[src/rtl/ro_puf_if.sv]
// Host-side challenge/response handshake of the RO PUF engine.
// The host is master; the engine is slave.
interface ro_puf_if #(
  parameter int RESP_BITS = 8
) ();
  logic                 start;
  logic [7:0]           chall_in;
  logic                 resp_ack;
  logic                 busy;
  logic                 resp_valid;
  logic [RESP_BITS-1:0] response;
  logic [RESP_BITS-1:0] resp_unstable;

  modport master (
    output start, chall_in, resp_ack,
    input  busy, resp_valid,
    input  response, resp_unstable
  );

  modport slave (
    input  start, chall_in, resp_ack,
    output busy, resp_valid,
    output response, resp_unstable
  );
endinterface

[src/rtl/ro_puf_engine.sv]
// RO PUF controller: LFSR pair select, windowed edge
// counting, majority voting and instability flags.
module ro_puf_engine #(
  parameter int NUM_RO    = 16,
  parameter int RESP_BITS = 8,
  parameter int WINDOW    = 32,
  parameter int CNT_W     = 8,
  parameter int VOTES     = 3
) (
  input  logic              clk,
  input  logic              rst,
  input  logic [NUM_RO-1:0] ro_in,
  output logic              ro_en,
  ro_puf_if.slave           host
);

  localparam int HALF    = NUM_RO / 2;
  localparam int SEL_RAW = $clog2(HALF);
  localparam int SEL_W   = (SEL_RAW > 8) ? 8 : SEL_RAW;
  localparam int IDX_W   = $clog2(NUM_RO);
  localparam int WIN_W   = $clog2(WINDOW);
  localparam int VOT_W   = $clog2(VOTES + 1);
  localparam int BIT_W   = $clog2(RESP_BITS + 1);

  localparam logic [CNT_W-1:0] CNT_MAX = '1;

  typedef enum logic [2:0] {
    IDLE, LOAD, MEASURE, COMPARE, SHIFT, DONE
  } state_t;

  state_t               state_q, state_d;
  logic [7:0]           chall_q, chall_d;
  logic [7:0]           lfsr_q, lfsr_d;
  logic [CNT_W-1:0]     cnt_a_q, cnt_a_d;
  logic [CNT_W-1:0]     cnt_b_q, cnt_b_d;
  logic [WIN_W-1:0]     win_q, win_d;
  logic [VOT_W-1:0]     votes_q, votes_d;
  logic [VOT_W-1:0]     ones_q, ones_d;
  logic [BIT_W-1:0]     bit_q, bit_d;
  logic [RESP_BITS-1:0] resp_q, resp_d;
  logic [RESP_BITS-1:0] unst_q, unst_d;
  logic [NUM_RO-1:0]    ro_q, ro_d;
  logic                 busy_q, busy_d;
  logic                 valid_q, valid_d;
  logic                 en_q, en_d;

  logic [NUM_RO-1:0]    rise;
  logic [IDX_W-1:0]     idx_a, idx_b;
  logic                 vote_bit, maj_bit, unst_bit;
  logic                 fb;

  always_comb begin
    state_d  = state_q;
    chall_d  = chall_q;
    lfsr_d   = lfsr_q;
    cnt_a_d  = cnt_a_q;
    cnt_b_d  = cnt_b_q;
    win_d    = win_q;
    votes_d  = votes_q;
    ones_d   = ones_q;
    bit_d    = bit_q;
    resp_d   = resp_q;
    unst_d   = unst_q;
    ro_d     = ro_in;
    rise     = ro_in & ~ro_q;
    idx_a    = IDX_W'(lfsr_q[SEL_W-1:0]);
    idx_b    = IDX_W'(HALF)
             + IDX_W'(lfsr_q[7:8-SEL_W]);
    vote_bit = (cnt_a_q > cnt_b_q);
    maj_bit  = (ones_q > VOT_W'(VOTES / 2));
    unst_bit = (ones_q != '0)
             && (ones_q != VOT_W'(VOTES));
    fb       = lfsr_q[7] ^ lfsr_q[5]
             ^ lfsr_q[4] ^ lfsr_q[3];

    unique case (state_q)
      IDLE: begin
        if (host.start) begin
          chall_d = host.chall_in;
          state_d = LOAD;
        end
      end
      LOAD: begin
        // a zero seed would lock the LFSR
        lfsr_d  = (chall_q == 8'h00) ? 8'hA5 : chall_q;
        cnt_a_d = '0;
        cnt_b_d = '0;
        win_d   = '0;
        votes_d = '0;
        ones_d  = '0;
        bit_d   = '0;
        resp_d  = '0;
        unst_d  = '0;
        state_d = MEASURE;
      end
      MEASURE: begin
        if (rise[idx_a] && cnt_a_q != CNT_MAX)
          cnt_a_d = cnt_a_q + 1'b1;
        if (rise[idx_b] && cnt_b_q != CNT_MAX)
          cnt_b_d = cnt_b_q + 1'b1;
        if (win_q == WIN_W'(WINDOW - 1)) begin
          win_d   = '0;
          state_d = COMPARE;
        end else begin
          win_d = win_q + 1'b1;
        end
      end
      COMPARE: begin
        ones_d  = ones_q + VOT_W'(vote_bit);
        votes_d = votes_q + 1'b1;
        cnt_a_d = '0;
        cnt_b_d = '0;
        if (votes_q == VOT_W'(VOTES - 1))
          state_d = SHIFT;
        else
          state_d = MEASURE;
      end
      SHIFT: begin
        resp_d  = {resp_q[RESP_BITS-2:0], maj_bit};
        unst_d  = {unst_q[RESP_BITS-2:0], unst_bit};
        lfsr_d  = {lfsr_q[6:0], fb};
        ones_d  = '0;
        votes_d = '0;
        bit_d   = bit_q + 1'b1;
        if (bit_q == BIT_W'(RESP_BITS - 1))
          state_d = DONE;
        else
          state_d = MEASURE;
      end
      DONE: begin
        if (host.resp_ack) begin
          state_d = IDLE;
        end else if (host.start) begin
          chall_d = host.chall_in;
          state_d = LOAD;
        end
      end
      default: state_d = IDLE;
    endcase

    busy_d  = (state_d != IDLE) && (state_d != DONE);
    en_d    = (state_d == LOAD) || (state_d == MEASURE)
           || (state_d == COMPARE) || (state_d == SHIFT);
    valid_d = (state_d == DONE);
  end

  always_ff @(posedge clk or posedge rst) begin
    if (rst) begin
      state_q <= IDLE;
      chall_q <= '0;
      lfsr_q  <= '0;
      cnt_a_q <= '0;
      cnt_b_q <= '0;
      win_q   <= '0;
      votes_q <= '0;
      ones_q  <= '0;
      bit_q   <= '0;
      resp_q  <= '0;
      unst_q  <= '0;
      ro_q    <= '0;
      busy_q  <= 1'b0;
      valid_q <= 1'b0;
      en_q    <= 1'b0;
    end else begin
      state_q <= state_d;
      chall_q <= chall_d;
      lfsr_q  <= lfsr_d;
      cnt_a_q <= cnt_a_d;
      cnt_b_q <= cnt_b_d;
      win_q   <= win_d;
      votes_q <= votes_d;
      ones_q  <= ones_d;
      bit_q   <= bit_d;
      resp_q  <= resp_d;
      unst_q  <= unst_d;
      ro_q    <= ro_d;
      busy_q  <= busy_d;
      valid_q <= valid_d;
      en_q    <= en_d;
    end
  end

  assign ro_en              = en_q;
  assign host.busy          = busy_q;
  assign host.resp_valid    = valid_q;
  assign host.response      = resp_q;
  assign host.resp_unstable = unst_q;

endmodule

[src/flat_wrapper.sv]
// flat-port wrapper written by rule: the top's interface ports become plain ports
module ro_puf_engine_flat 
#(
  parameter int NUM_RO    = 16,
  parameter int RESP_BITS = 8,
  parameter int WINDOW    = 32,
  parameter int CNT_W     = 8,
  parameter int VOTES     = 3
)
  (clk, rst, ro_in, ro_en, host_start, host_chall_in, host_resp_ack, host_busy, host_resp_valid, host_response, host_resp_unstable);
  ro_puf_if #(.RESP_BITS(RESP_BITS)) host_i ();
  input  logic clk;
  input  logic rst;
  input  logic [NUM_RO-1:0] ro_in;
  output logic ro_en;
  input wire logic [$bits(host_i.start)-1:0] host_start;
  input wire logic [$bits(host_i.chall_in)-1:0] host_chall_in;
  input wire logic [$bits(host_i.resp_ack)-1:0] host_resp_ack;
  output wire logic [$bits(host_i.busy)-1:0] host_busy;
  output wire logic [$bits(host_i.resp_valid)-1:0] host_resp_valid;
  output wire logic [$bits(host_i.response)-1:0] host_response;
  output wire logic [$bits(host_i.resp_unstable)-1:0] host_resp_unstable;
  assign host_i.start = host_start;
  assign host_i.chall_in = host_chall_in;
  assign host_i.resp_ack = host_resp_ack;
  assign host_busy = host_i.busy;
  assign host_resp_valid = host_i.resp_valid;
  assign host_response = host_i.response;
  assign host_resp_unstable = host_i.resp_unstable;
  ro_puf_engine #(.NUM_RO(NUM_RO), .RESP_BITS(RESP_BITS), .WINDOW(WINDOW), .CNT_W(CNT_W), .VOTES(VOTES)) u_core (.clk(clk), .rst(rst), .ro_in(ro_in), .ro_en(ro_en), .host(host_i));
endmodule
[config.mk]
export PLATFORM = sky130hd
export DESIGN_NAME = ro_puf_engine_flat
export DESIGN_NICKNAME = d
export VERILOG_FILES = /design/src/rtl/ro_puf_if.sv /design/src/rtl/ro_puf_engine.sv /design/src/flat_wrapper.sv
export SDC_FILE = /design/constraint.sdc
export NUM_CORES = 1
export LEC_CHECK = 0
export CORE_UTILIZATION = 40
export CTS_CLUSTER_SIZE = 14
export DETAILED_ROUTE_END_ITERATION = 10
export DONT_BUFFER_PORTS = 1
export MAX_ROUTING_LAYER = met4
export PLACE_DENSITY_LB_ADDON = 0.25
export SKIP_CTS_REPAIR_TIMING = 1
export SLEW_MARGIN = 40
export SYNTH_ARGS = -nofsm -noshare
export SYNTH_HDL_FRONTEND = slang
export SYNTH_SLANG_ARGS = --single-unit
export TNS_END_PERCENT = 5
[constraint.sdc]
create_clock -name clk -period 2.65 [get_ports clk]
set_input_delay 0.265 -clock clk [delete_from_list [all_inputs] [get_ports clk]]
set_output_delay 0.265 -clock clk [all_outputs]
set_load 0.02 [all_outputs]
==> summary.md <==
| Metric | Value |
|---|---|
| Arrival time worst endpoint | `2430 ps` |
| CTS tree | `done` |
| Slew @ Worst Pin | `617 ps` |
| Core area | `9730 sq um` |
| Ys Warns | `0` |
| GPL Wtd Cong | `0.845` |
| Post-DRT Antenna Nets | `0` |
| #FFs+latches synth | `83` |
| Post-place setup slack | `501 ps` |
| Number of setup violations in the final report | `0` |
| Mapped cell area | `4010 sq um` |
| Number of global-route vias before repair | `2838` |
| Critical path class | `flip-flop to flip-flop` |
| GRT Util Overall | `18.0%` |
| Clock Pin Slew Worst Setup and Hold Paths | `90 ps` |
| Worst hold path class | `input port to flip-flop` |
| Commonest cells in the netlist | `dfrtp_1 (83), nand2_1 (35), o21ai_0 (34)` |
| Final HPWL DP | `5730 microns` |
| Die Area | `10400 sq um` |
| Initial DRC count | `138` |
| CP startpoint kind | `flip-flop` |
| WHS Path Cells | `1` |
| Ports | `47` |
| Vias per cell | `5.57` |
| Cells after Synth | `378` |
| DIE HEIGHT | `102 microns` |
| R2r worst-path depth | `11` |
| First drt pass iteration count | `4` |
| Crit share post-route | `82.2%` |
| Root Driver | `clkbuf_8` |
| Max IR drop VDD | `0.423 mV` |
| Setup Skew | `5.95 ps` |
| Vias post-DR | `2985` |
| Power Dens Cells | `640 nW/um^2` |
| Crit. End Element | `flip-flop` |
| Worst-Skew Late Latency | `360 ps` |
| Clock tree sinks | `83` |
| Drt drc | `0` |
| Largest area contributor in the netlist | `dfrtp_1` |
| First-pass GRT wire length | `13900 microns` |
| Total grt overflow | `0` |
| EDFF count, synth | `0` |
| Worst path required time | `2900 ps` |
| Setup TNS | `0 ps` |
| Final worst slack | `471 ps` |
| Slew Limit Fails | `0` |
| Clock buffer depth | `2` |
| Post-synth top area share | `51.9%` |
| Tmin final | `2180 ps` |
| Die Span X | `102 microns` |
| Rel. slew slack | `58.8%` |
| Leak Pwr | `2.01 nW` |
| Count leader, synth | `dfrtp_1` |
| Share of cells above drive strength 1 | `10.7%` |
| H-tree Lvls | `3` |
| Nets | `443` |
| Fin. Hold Viols | `0` |
| Syn_nets | `422` |
| Routed wire length | `8400 microns` |
| Post-synthesis average cell area | `10.6 sq um` |
| RSZ-0062 raised after global routing | `no` |
| Prevailing post-synth register cell | `dfrtp_1` |
| Synth unique cells | `51` |
| Largest net degree at the start of global routing | `51` |
| Initial antenna violation count | `0` |
| Async S/R FF share, synth | `100%` |
| Sequential share of the synthesized area | `51.9%` |
| Max-Cap Viols | `0` |
| Worst Path Max Fanout | `4` |
| Starting Density | `41.2%` |
| # diodes | `0` |
| Fmax achieved | `459 MHz` |
| CTS buffer count | `9` |
| Filler cells | `969` |
| Synth area leaders | `dfrtp_1 (52%), ha_1 (5.0%), o21ai_0 (4.2%)` |
| Routed length per instance | `15.7 microns` |
| Input/output buffers | `0` |
| Status | `finished clean` |
| Rows | `36` |
| Area Overhead vs Synth | `13.9%` |
[per-layer routing]
metal,up-vias,global-route usage [%],wire length (microns),part of all wire [%]
li1,1413,-,-,-
met1,1497,24.1,4010,48
met2,62,26.9,3960,47
met3,13,3.90,311,3.7
met4,0,6.15,121,1.4
met5,-,-,0,0
[area by class of cell]
cell class	instances	area [sq um]	area share, %
clock inverter	6	73.8	1.62
clock buffer	9	124	2.72
inverter	23	87.6	1.92
multi-input combinational	257	1780	39.0
sequential	83	2080	45.5
timing repair buffer	25	255	5.60
tap	133	166	3.65
[metrics by stage]
step / hold slack, ps / util [%] / instances / total power, mW / cell area (sq um)
3_5_place_dp: 250 / 43.1 / 504 / 1.99 / 4190
3_3_place_gp: 253 / 43.1 / 504 / 1.97 / 4190
4_1_cts: -142 / 45.1 / 519 / 2.93 / 4390
6_report: 48.0 / 46.9 / 536 / 2.92 / 4560
5_1_grt: 32.2 / 46.9 / 536 / 3.10 / 4560
2_1_floorplan: 296 / - / 378 / 1.87 / 4010
[kinds of logic after synthesis]
family	share of synthesized area [%]
flip-flops	51.9
multiplexers	4.75
buffers and inverters	3.75
adder cells (fa/ha/maj)	5.00
AND/OR/NAND/NOR	15.2
XOR/XNOR	0.875
AO/OA/AOI/OAI	18.6
[critical path: stages (launching register included)]
cell	delay [ps]
dfrtp_1	390
inv_1	70
ha_1	300
nor2b_1	130
o21a_1	150
o21ai_0	140
a21oi_1	90
o22a_1	180
ha_1	260
nand2_1	60
o21ai_0	80
a32o_1	220
[state kept, by name, summed over array words and instances (netlist names), 2 cells and up]
signal                     cells
u_core.state_q                 3
u_core.bit_q                   4
u_core.lfsr_q                  8
u_core.win_q                   5
u_core.host.resp_unstable      8
u_core.votes_q                 2
u_core.cnt_a_q                 8
u_core.host.response           8
u_core.ro_q                   16
u_core.chall_q                 8
u_core.cnt_b_q                 8
u_core.ones_q                  2
[where the power goes]
group / total [mW] / switching (mW) / internal [mW]
clock: 0.935 / 0.492 / 0.443
sequential: 1.47 / 0.117 / 1.35
combinational: 0.519 / 0.261 / 0.258
total: 2.92 / 0.870 / 2.05
[cell usage in the layout (no fill, tap or decap), drive strengths merged, types with 5 or more instances in the layout]
cell type,synthesis,layout
o211ai,5,5
dfrtp,83,83
a22oi,7,7
dlygate4sd3,0,17
mux2,9,9
nand3,6,6
and3,5,5
nor2,18,18
buf,1,8
o21ai,34,34
a21oi,10,10
clkbuf,14,9
inv,23,25
nand2,35,35
nor2b,8,8
nand4,8,8
ha,16,16
nand2b,15,15
a22o,18,18
[path summary, 6_finish.rpt]
| check | from | end | slack [ps] |
|---|---|---|---|
| worst max-delay path | u_core.cnt_b_q[1] | u_core.ones_q[0] | 470 |
| worst min-delay path | host_chall_in[6] | u_core.chall_q[6] | 50 |
| worst max register to register | u_core.cnt_b_q[1] | u_core.ones_q[0] | 470 |
| worst min register to register | u_core.bit_q[3] | u_core.bit_q[3] | 480 |
| max in group asynchronous | rst | u_core.chall_q[1] | 1590 |
| min in group asynchronous | rst | u_core.cnt_a_q[0] | 400 |
(Power assumes the default switching activity.)
